File: src/rtl/pkt_framer_pkg.sv
// Shared types and defaults for the transmit-side packet framer.
// The optional checksum trailer is selected by the PKT_FRAMER_CHK_EN macro.
package pkt_framer_pkg;

    typedef enum logic [2:0] {
        ST_IDLE = 3'd0,
        ST_LOAD = 3'd1,
        ST_DROP = 3'd2,
        ST_HDR0 = 3'd3,
        ST_HDR1 = 3'd4,
        ST_LEN  = 3'd5,
        ST_DATA = 3'd6,
        ST_CHK  = 3'd7
    } state_e;

    localparam int         DEF_MAX_LEN = 16;
    localparam logic [7:0] DEF_HDR0    = 8'h55;
    localparam logic [7:0] DEF_HDR1    = 8'hD5;

endpackage

File: src/rtl/pkt_framer_buf.sv
// Payload store for one packet: a MAX_LEN x 8 register file with one
// synchronous write port and one combinational read port.
module pkt_buf
    import pkt_framer_pkg::*;
#(
    parameter int MAX_LEN = DEF_MAX_LEN,
    parameter int AW      = $clog2(MAX_LEN + 1)
) (
    input  logic          clk,
    input  logic          we,
    input  logic [AW-1:0] waddr,
    input  logic [7:0]    wdata,
    input  logic [AW-1:0] raddr,
    output logic [7:0]    rdata
);

    localparam int            IW    = (MAX_LEN > 1) ? $clog2(MAX_LEN) : 1;
    localparam logic [AW-1:0] DEPTH = AW'(MAX_LEN);

    logic [7:0] mem [MAX_LEN];

    always_ff @(posedge clk) begin
        if (we && (waddr < DEPTH))
            mem[waddr[IW-1:0]] <= wdata;
    end

    // The read pointer legitimately reaches MAX_LEN after the last byte.
    assign rdata = (raddr < DEPTH) ? mem[raddr[IW-1:0]] : 8'h00;

endmodule

File: src/rtl/pkt_framer.sv
// Packet framer: buffers one payload, then emits HDR0, HDR1, LEN, payload
// and, when PKT_FRAMER_CHK_EN is defined, a trailing XOR checksum byte.
module pkt_framer
    import pkt_framer_pkg::*;
#(
    parameter int         MAX_LEN = DEF_MAX_LEN,
    parameter logic [7:0] HDR0    = DEF_HDR0,
    parameter logic [7:0] HDR1    = DEF_HDR1
) (
    input  logic       clk,
    input  logic       rst_n,
    input  logic [7:0] din,
    input  logic       din_vld,
    input  logic       din_sop,
    input  logic       din_eop,
    output logic       din_rdy,
    output logic [7:0] dout,
    output logic       dout_vld,
    output logic       dout_sop,
    output logic       dout_eop,
    input  logic       dout_rdy,
    output logic       err
);

    localparam int            AW      = $clog2(MAX_LEN + 1);
    localparam logic [AW-1:0] CNT_ONE = AW'(1);
    localparam logic [AW-1:0] CNT_MAX = AW'(MAX_LEN);

    localparam logic [2:0] S_IDLE = ST_IDLE;
    localparam logic [2:0] S_LOAD = ST_LOAD;
    localparam logic [2:0] S_DROP = ST_DROP;
    localparam logic [2:0] S_HDR0 = ST_HDR0;
    localparam logic [2:0] S_HDR1 = ST_HDR1;
    localparam logic [2:0] S_LEN  = ST_LEN;
    localparam logic [2:0] S_DATA = ST_DATA;
`ifdef PKT_FRAMER_CHK_EN
    localparam logic [2:0] S_CHK  = ST_CHK;
`endif

    logic [2:0]    state, state_nxt;
    logic [AW-1:0] cnt, cnt_nxt, cnt_inc;
    logic [AW-1:0] rd_ptr, rd_nxt, rd_inc;
    logic [7:0]    dout_nxt;
    logic          vld_nxt, sop_nxt, eop_nxt, err_nxt, rdy_nxt;
    logic          acc, xfer, start;
    logic          we;
    logic [AW-1:0] waddr;
    logic [7:0]    rdata;
`ifdef PKT_FRAMER_CHK_EN
    logic [7:0]    chk, chk_nxt;
`endif

    assign acc     = din_vld && din_rdy;
    assign xfer    = dout_vld && dout_rdy;
    assign cnt_inc = cnt + CNT_ONE;
    assign rd_inc  = rd_ptr + CNT_ONE;

    // A new sop always lands in slot 0, whether it opens or restarts a packet.
    always_comb begin
        we    = 1'b0;
        waddr = '0;
        if (acc) begin
            if (state == S_IDLE) begin
                we = din_sop;
            end else if (state == S_LOAD) begin
                we    = 1'b1;
                waddr = din_sop ? '0 : cnt;
            end
        end
    end

    pkt_buf #(
        .MAX_LEN (MAX_LEN),
        .AW      (AW)
    ) u_buf (
        .clk   (clk),
        .we    (we),
        .waddr (waddr),
        .wdata (din),
        .raddr (rd_ptr),
        .rdata (rdata)
    );

    always_comb begin
        state_nxt = state;
        cnt_nxt   = cnt;
        rd_nxt    = rd_ptr;
        dout_nxt  = dout;
        vld_nxt   = dout_vld;
        sop_nxt   = dout_sop;
        eop_nxt   = dout_eop;
        err_nxt   = 1'b0;
        start     = 1'b0;
`ifdef PKT_FRAMER_CHK_EN
        chk_nxt   = chk;
`endif
        case (state)
            S_IDLE: begin
                if (acc) begin
                    if (din_sop) begin
                        cnt_nxt = CNT_ONE;
                        if (din_eop) begin
                            start = 1'b1;
                        end else if (CNT_ONE == CNT_MAX) begin
                            err_nxt   = 1'b1;
                            state_nxt = S_DROP;
                        end else begin
                            state_nxt = S_LOAD;
                        end
                    end else begin
                        err_nxt = 1'b1;
                    end
                end
            end
            S_LOAD: begin
                if (acc) begin
                    if (din_sop) begin
                        cnt_nxt = CNT_ONE;
                        err_nxt = 1'b1;
                    end else begin
                        cnt_nxt = cnt_inc;
                    end
                    if (din_eop) begin
                        start = 1'b1;
                    end else if (cnt_nxt == CNT_MAX) begin
                        err_nxt   = 1'b1;
                        state_nxt = S_DROP;
                    end
                end
            end
            S_DROP: begin
                if (acc && din_eop)
                    start = 1'b1;
            end
            S_HDR0: begin
                if (xfer) begin
                    state_nxt = S_HDR1;
                    dout_nxt  = HDR1;
                    sop_nxt   = 1'b0;
                end
            end
            S_HDR1: begin
                if (xfer) begin
                    state_nxt = S_LEN;
                    dout_nxt  = 8'(cnt);
                    rd_nxt    = '0;
`ifdef PKT_FRAMER_CHK_EN
                    chk_nxt   = 8'(cnt);
`endif
                end
            end
            S_LEN: begin
                if (xfer) begin
                    state_nxt = S_DATA;
                    dout_nxt  = rdata;
                    rd_nxt    = rd_inc;
`ifdef PKT_FRAMER_CHK_EN
                    chk_nxt   = chk ^ rdata;
`else
                    eop_nxt   = (cnt == CNT_ONE);
`endif
                end
            end
            S_DATA: begin
                if (xfer) begin
                    if (rd_ptr == cnt) begin
`ifdef PKT_FRAMER_CHK_EN
                        state_nxt = S_CHK;
                        dout_nxt  = chk;
                        eop_nxt   = 1'b1;
`else
                        state_nxt = S_IDLE;
                        vld_nxt   = 1'b0;
                        eop_nxt   = 1'b0;
`endif
                    end else begin
                        dout_nxt = rdata;
                        rd_nxt   = rd_inc;
`ifdef PKT_FRAMER_CHK_EN
                        chk_nxt  = chk ^ rdata;
`else
                        eop_nxt  = (rd_inc == cnt);
`endif
                    end
                end
            end
`ifdef PKT_FRAMER_CHK_EN
            S_CHK: begin
                if (xfer) begin
                    state_nxt = S_IDLE;
                    vld_nxt   = 1'b0;
                    eop_nxt   = 1'b0;
                end
            end
`endif
            default: begin
                state_nxt = S_IDLE;
                vld_nxt   = 1'b0;
                sop_nxt   = 1'b0;
                eop_nxt   = 1'b0;
            end
        endcase
        // The HDR0 byte is presented in the same edge that accepts the last input byte.
        if (start) begin
            state_nxt = S_HDR0;
            dout_nxt  = HDR0;
            vld_nxt   = 1'b1;
            sop_nxt   = 1'b1;
            eop_nxt   = 1'b0;
        end
    end

    assign rdy_nxt = (state_nxt == S_IDLE) || (state_nxt == S_LOAD) || (state_nxt == S_DROP);

    always_ff @(posedge clk) begin
        if (rst_n) begin
            state    <= S_IDLE;
            cnt      <= '0;
            rd_ptr   <= '0;
            din_rdy  <= 1'b0;
            dout     <= 8'h00;
            dout_vld <= 1'b0;
            dout_sop <= 1'b0;
            dout_eop <= 1'b0;
            err      <= 1'b0;
`ifdef PKT_FRAMER_CHK_EN
            chk      <= 8'h00;
`endif
        end else begin
            state    <= state_nxt;
            cnt      <= cnt_nxt;
            rd_ptr   <= rd_nxt;
            din_rdy  <= rdy_nxt;
            dout     <= dout_nxt;
            dout_vld <= vld_nxt;
            dout_sop <= sop_nxt;
            dout_eop <= eop_nxt;
            err      <= err_nxt;
`ifdef PKT_FRAMER_CHK_EN
            chk      <= chk_nxt;
`endif
        end
    end

endmodule

File: config.mk
export PLATFORM = sky130hd
export DESIGN_NAME = pkt_framer
export DESIGN_NICKNAME = d
export VERILOG_FILES = /design/src/rtl/pkt_framer_pkg.sv /design/src/rtl/pkt_framer_buf.sv /design/src/rtl/pkt_framer.sv
export SDC_FILE = /design/constraint.sdc
export NUM_CORES = 1
export LEC_CHECK = 0
export ABC_AREA = 1
export CAP_MARGIN = 20
export CORE_AREA = 4 4 116 118
export CTS_BUF_LIST = sky130_fd_sc_hd__clkbuf_2 sky130_fd_sc_hd__clkbuf_4 sky130_fd_sc_hd__clkbuf_8
export DETAILED_ROUTE_END_ITERATION = 8
export DIE_AREA = 0 0 120 122
export MAX_ROUTING_LAYER = met4
export PLACE_DENSITY = 0.8
export SLEW_MARGIN = 20
export SYNTH_ARGS = -nofsm -noshare
export SYNTH_HDL_FRONTEND = slang
export SYNTH_SLANG_ARGS = --single-unit
File: constraint.sdc
create_clock -name clk -period 2.1 [get_ports clk]
set_clock_uncertainty 0.15 [all_clocks]
set_input_delay 0.42 -clock clk [delete_from_list [all_inputs] [get_ports clk]]
set_output_delay 0.42 -clock clk [all_outputs]
set_load 0.01 [all_outputs]
==> metrics <==
status finished clean; via count 5355; Die Ht 122 um; fill count 971; # setup viols final 0; internal power 5030 uW; RSZ-0062 raised after global routing no; Worst EP arrival 2.02 ns; Rel. slew slack 0.726; Setup crit start kind primary input; maximum root-to-sink buffer count 2; peak supply drop 0.000444 V; max cap viols 0; P_leak 0.00314 uW; Max stage delay cell, worst path clkdlybuf4s50_1; vias in the first global route 5335; CTS sink cnt 158; Async SR Flop Fraction 0; PortBufs 26; fin. max-slew vios 0; Clock Pin Slew Worst Setup and Hold Paths 0.08 ns; post-synthesis sequential area ratio 0.641; number of synthesized flops with an enable pin 128; worst min path class reg2reg; global route overflow 0; reg2reg path depth 5; most frequent cells in the layout 201 x nand2_1, 128 x edfxtp_1, 96 x nand3_1, 75 x nor2_1, 45 x buf_4; # diodes 0; clk_lat worst skew 0.45 ns; crit end category flip-flop; first-pass GRT wire length 25.9 mm; cell area after synthesis 0.00694 sq mm; Starting Density 0.556; Min-Delay Path Depth 2; H-tree lvl count 4; Psw 1220 uW; CP max FO 8; Setup CP Type in2reg; Pwr Density 767 mW/mm^2; Combinational Power Share 0.035; Root Driver clkbuf_8; DRT Pass-1 Iters 6; initial antenna violation count 0; DR WL/cell 17.3 um; die area 0.0146 sq mm; nets@finish 779; Final Core Density 0.654; cells along the critical path clkdlybuf4s50_1 > nand2_2 > nor3_2 > o21ai_1 > a21oi_2 > buf_4 > nand3_2 > nor2_1 > buf_4; Placer Congestion 0.926; layout cells sized above 1 0.142; most common cell after layout, fill and taps aside nand2_1; Tmin final 2.01 ns; area taken by multi-input logic gates 0.00223 sq mm; Worst-Margin Slew 0.410 ns; number of remaining DRC errors 0; Synth Instances 702; Reg power frac 0.544; Mapped Avg Cell Area 9.88 sq um; GRT Total Usage 0.238; Hold-fix buffers, CTS 0; IO Pins 27; core area 0.0125 sq mm; CTS tree yes; register area 0.00445 sq mm; sw frac 0.195; largest net degree at the start of global routing 48; Post-Route WL 16.4 mm; final hold vios 0; detailed placement HPWL 11.2 mm; post-DR vias/cell 5.65; Yosys reg bits 158; worst stage delay on the critical path 0.49 ns; CP most frequent cell buf_4; Routed Antenna Nets 0; synth warn 0; WP data required 2.11 ns; Clock power frac 0.421; P&R area growth vs syn 17.5%; f_max 498 MHz; Num CTS Buffers 17; Distinct cells, synth 34; die width 120 um; r2r setup slk 0.13 ns; drt initial violations 607; row cnt 41; syn nets 719; Post-synth top flop edfxtp_1; fin crit share 0.957; TNS Setup 0 ns
==> cell families after synthesis <==
| logic type | synth area share |
|---|---|
| xor gates and xnor gates | 0.0101 |
| buffers and inverters | 0.0429 |
| DFF | 0.641 |
| AOI/OAI and AO/OA | 0.0483 |
| adders and majority gates | 0.00541 |
| and+or+nand+nor | 0.252 |
==> sequential cells by signal, summed over array words and instances (netlist names), named ones only <==
| signal | cells |
|---|---|
| state | 3 |
| err | 1 |
| dout_vld | 1 |
| dout_sop | 1 |
| u_buf.mem | 128 |
| dout_eop | 1 |
| dout | 8 |
| din_rdy | 1 |
| cnt | 5 |
| rd_ptr | 5 |
==> critical path: cells and delay by family <==
family	cells	cell delay, ns
buf+inv	3	0.83
simple gates	4	0.51
compound gates	2	0.25
==> per-stage QoR <==
step | std cells | power [uW] | hold WS, ns | area [sq um] | worst slack [ns]
detailed placement | 914 | 3690 | 0.315 | 7630 | -0.478
global route | 947 | 6410 | 0.357 | 8150 | 0.00172
CTS | 946 | 6280 | 0.327 | 8110 | 0.00783
floorplan | 702 | 3550 | 0.337 | 6940 | 0.00869
finish | 947 | 6250 | 0.325 | 8150 | 0.0904
global placement | 914 | 3680 | 0.306 | 7630 | -0.412
==> power groups by stage <==
stage / combinational (uW) / sequential (uW) / clock, uW
5_1_grt: 235 / 3400 / 2770
3_3_place_gp: 208 / 3470 / 0
6_report: 217 / 3400 / 2630
4_1_cts: 214 / 3400 / 2660
2_1_floorplan: 73.7 / 3480 / 0
3_5_place_dp: 213 / 3470 / 0
==> cells in the mapped netlist (3+ instances only) <==
cell type | n | area [sq um]
nor3_2 | 4 | 40.0
inv_2 | 9 | 33.8
a21oi_1 | 28 | 140
inv_1 | 28 | 105
xnor2_1 | 3 | 26.3
nor2_4 | 5 | 56.3
xor2_1 | 5 | 43.8
clkbuf_1 | 11 | 41.3
edfxtp_1 | 128 | 3840
o211ai_1 | 4 | 30.0
nand2_1 | 204 | 766
dfxtp_1 | 30 | 601
ha_1 | 3 | 37.5
o21bai_1 | 3 | 22.5
nor2_1 | 75 | 282
o21ai_0 | 11 | 55.1
nand3_1 | 99 | 495
buf_2 | 16 | 80.1
nand4_1 | 8 | 50.1
o21ai_1 | 10 | 50.1
==> path summary, 6_finish.rpt <==
path | from | to
worst max-delay path | din_vld | u_buf.mem[7][0]$_DFFE_PP_
worst min-delay path | dout_sop$_SDFFE_PP0P_ | dout_sop$_SDFFE_PP0P_
worst max register to register | cnt[3]$_SDFFE_PP0P_ | u_buf.mem[9][3]$_DFFE_PP_
worst min register to register | dout_sop$_SDFFE_PP0P_ | dout_sop$_SDFFE_PP0P_
==> layout make-up <==
class | count | share of cell area
flip-flops and latches | 158 | 0.546
multi-input cells | 474 | 0.273
repair buffers | 73 | 0.0783
clock buffers | 23 | 0.0365
well taps | 172 | 0.0264
clock inverters | 9 | 0.0221
inverters | 38 | 0.0175
==> per-layer routing <==
metal,wire [um],vias up,GRT usage
li1,-,2501,-
met1,6470,2549,0.287
met2,8200,257,0.384
met3,1190,48,0.0483
met4,503,0,0.117
met5,0,-,-
==> timing repair <==
action                                  in CTS  in global routing
endpoints found under the setup margin       0                130
buffers inserted                             0                  1
resized for setup                            0                  9
No activity file was read; power rests on OpenSTA's default activity.
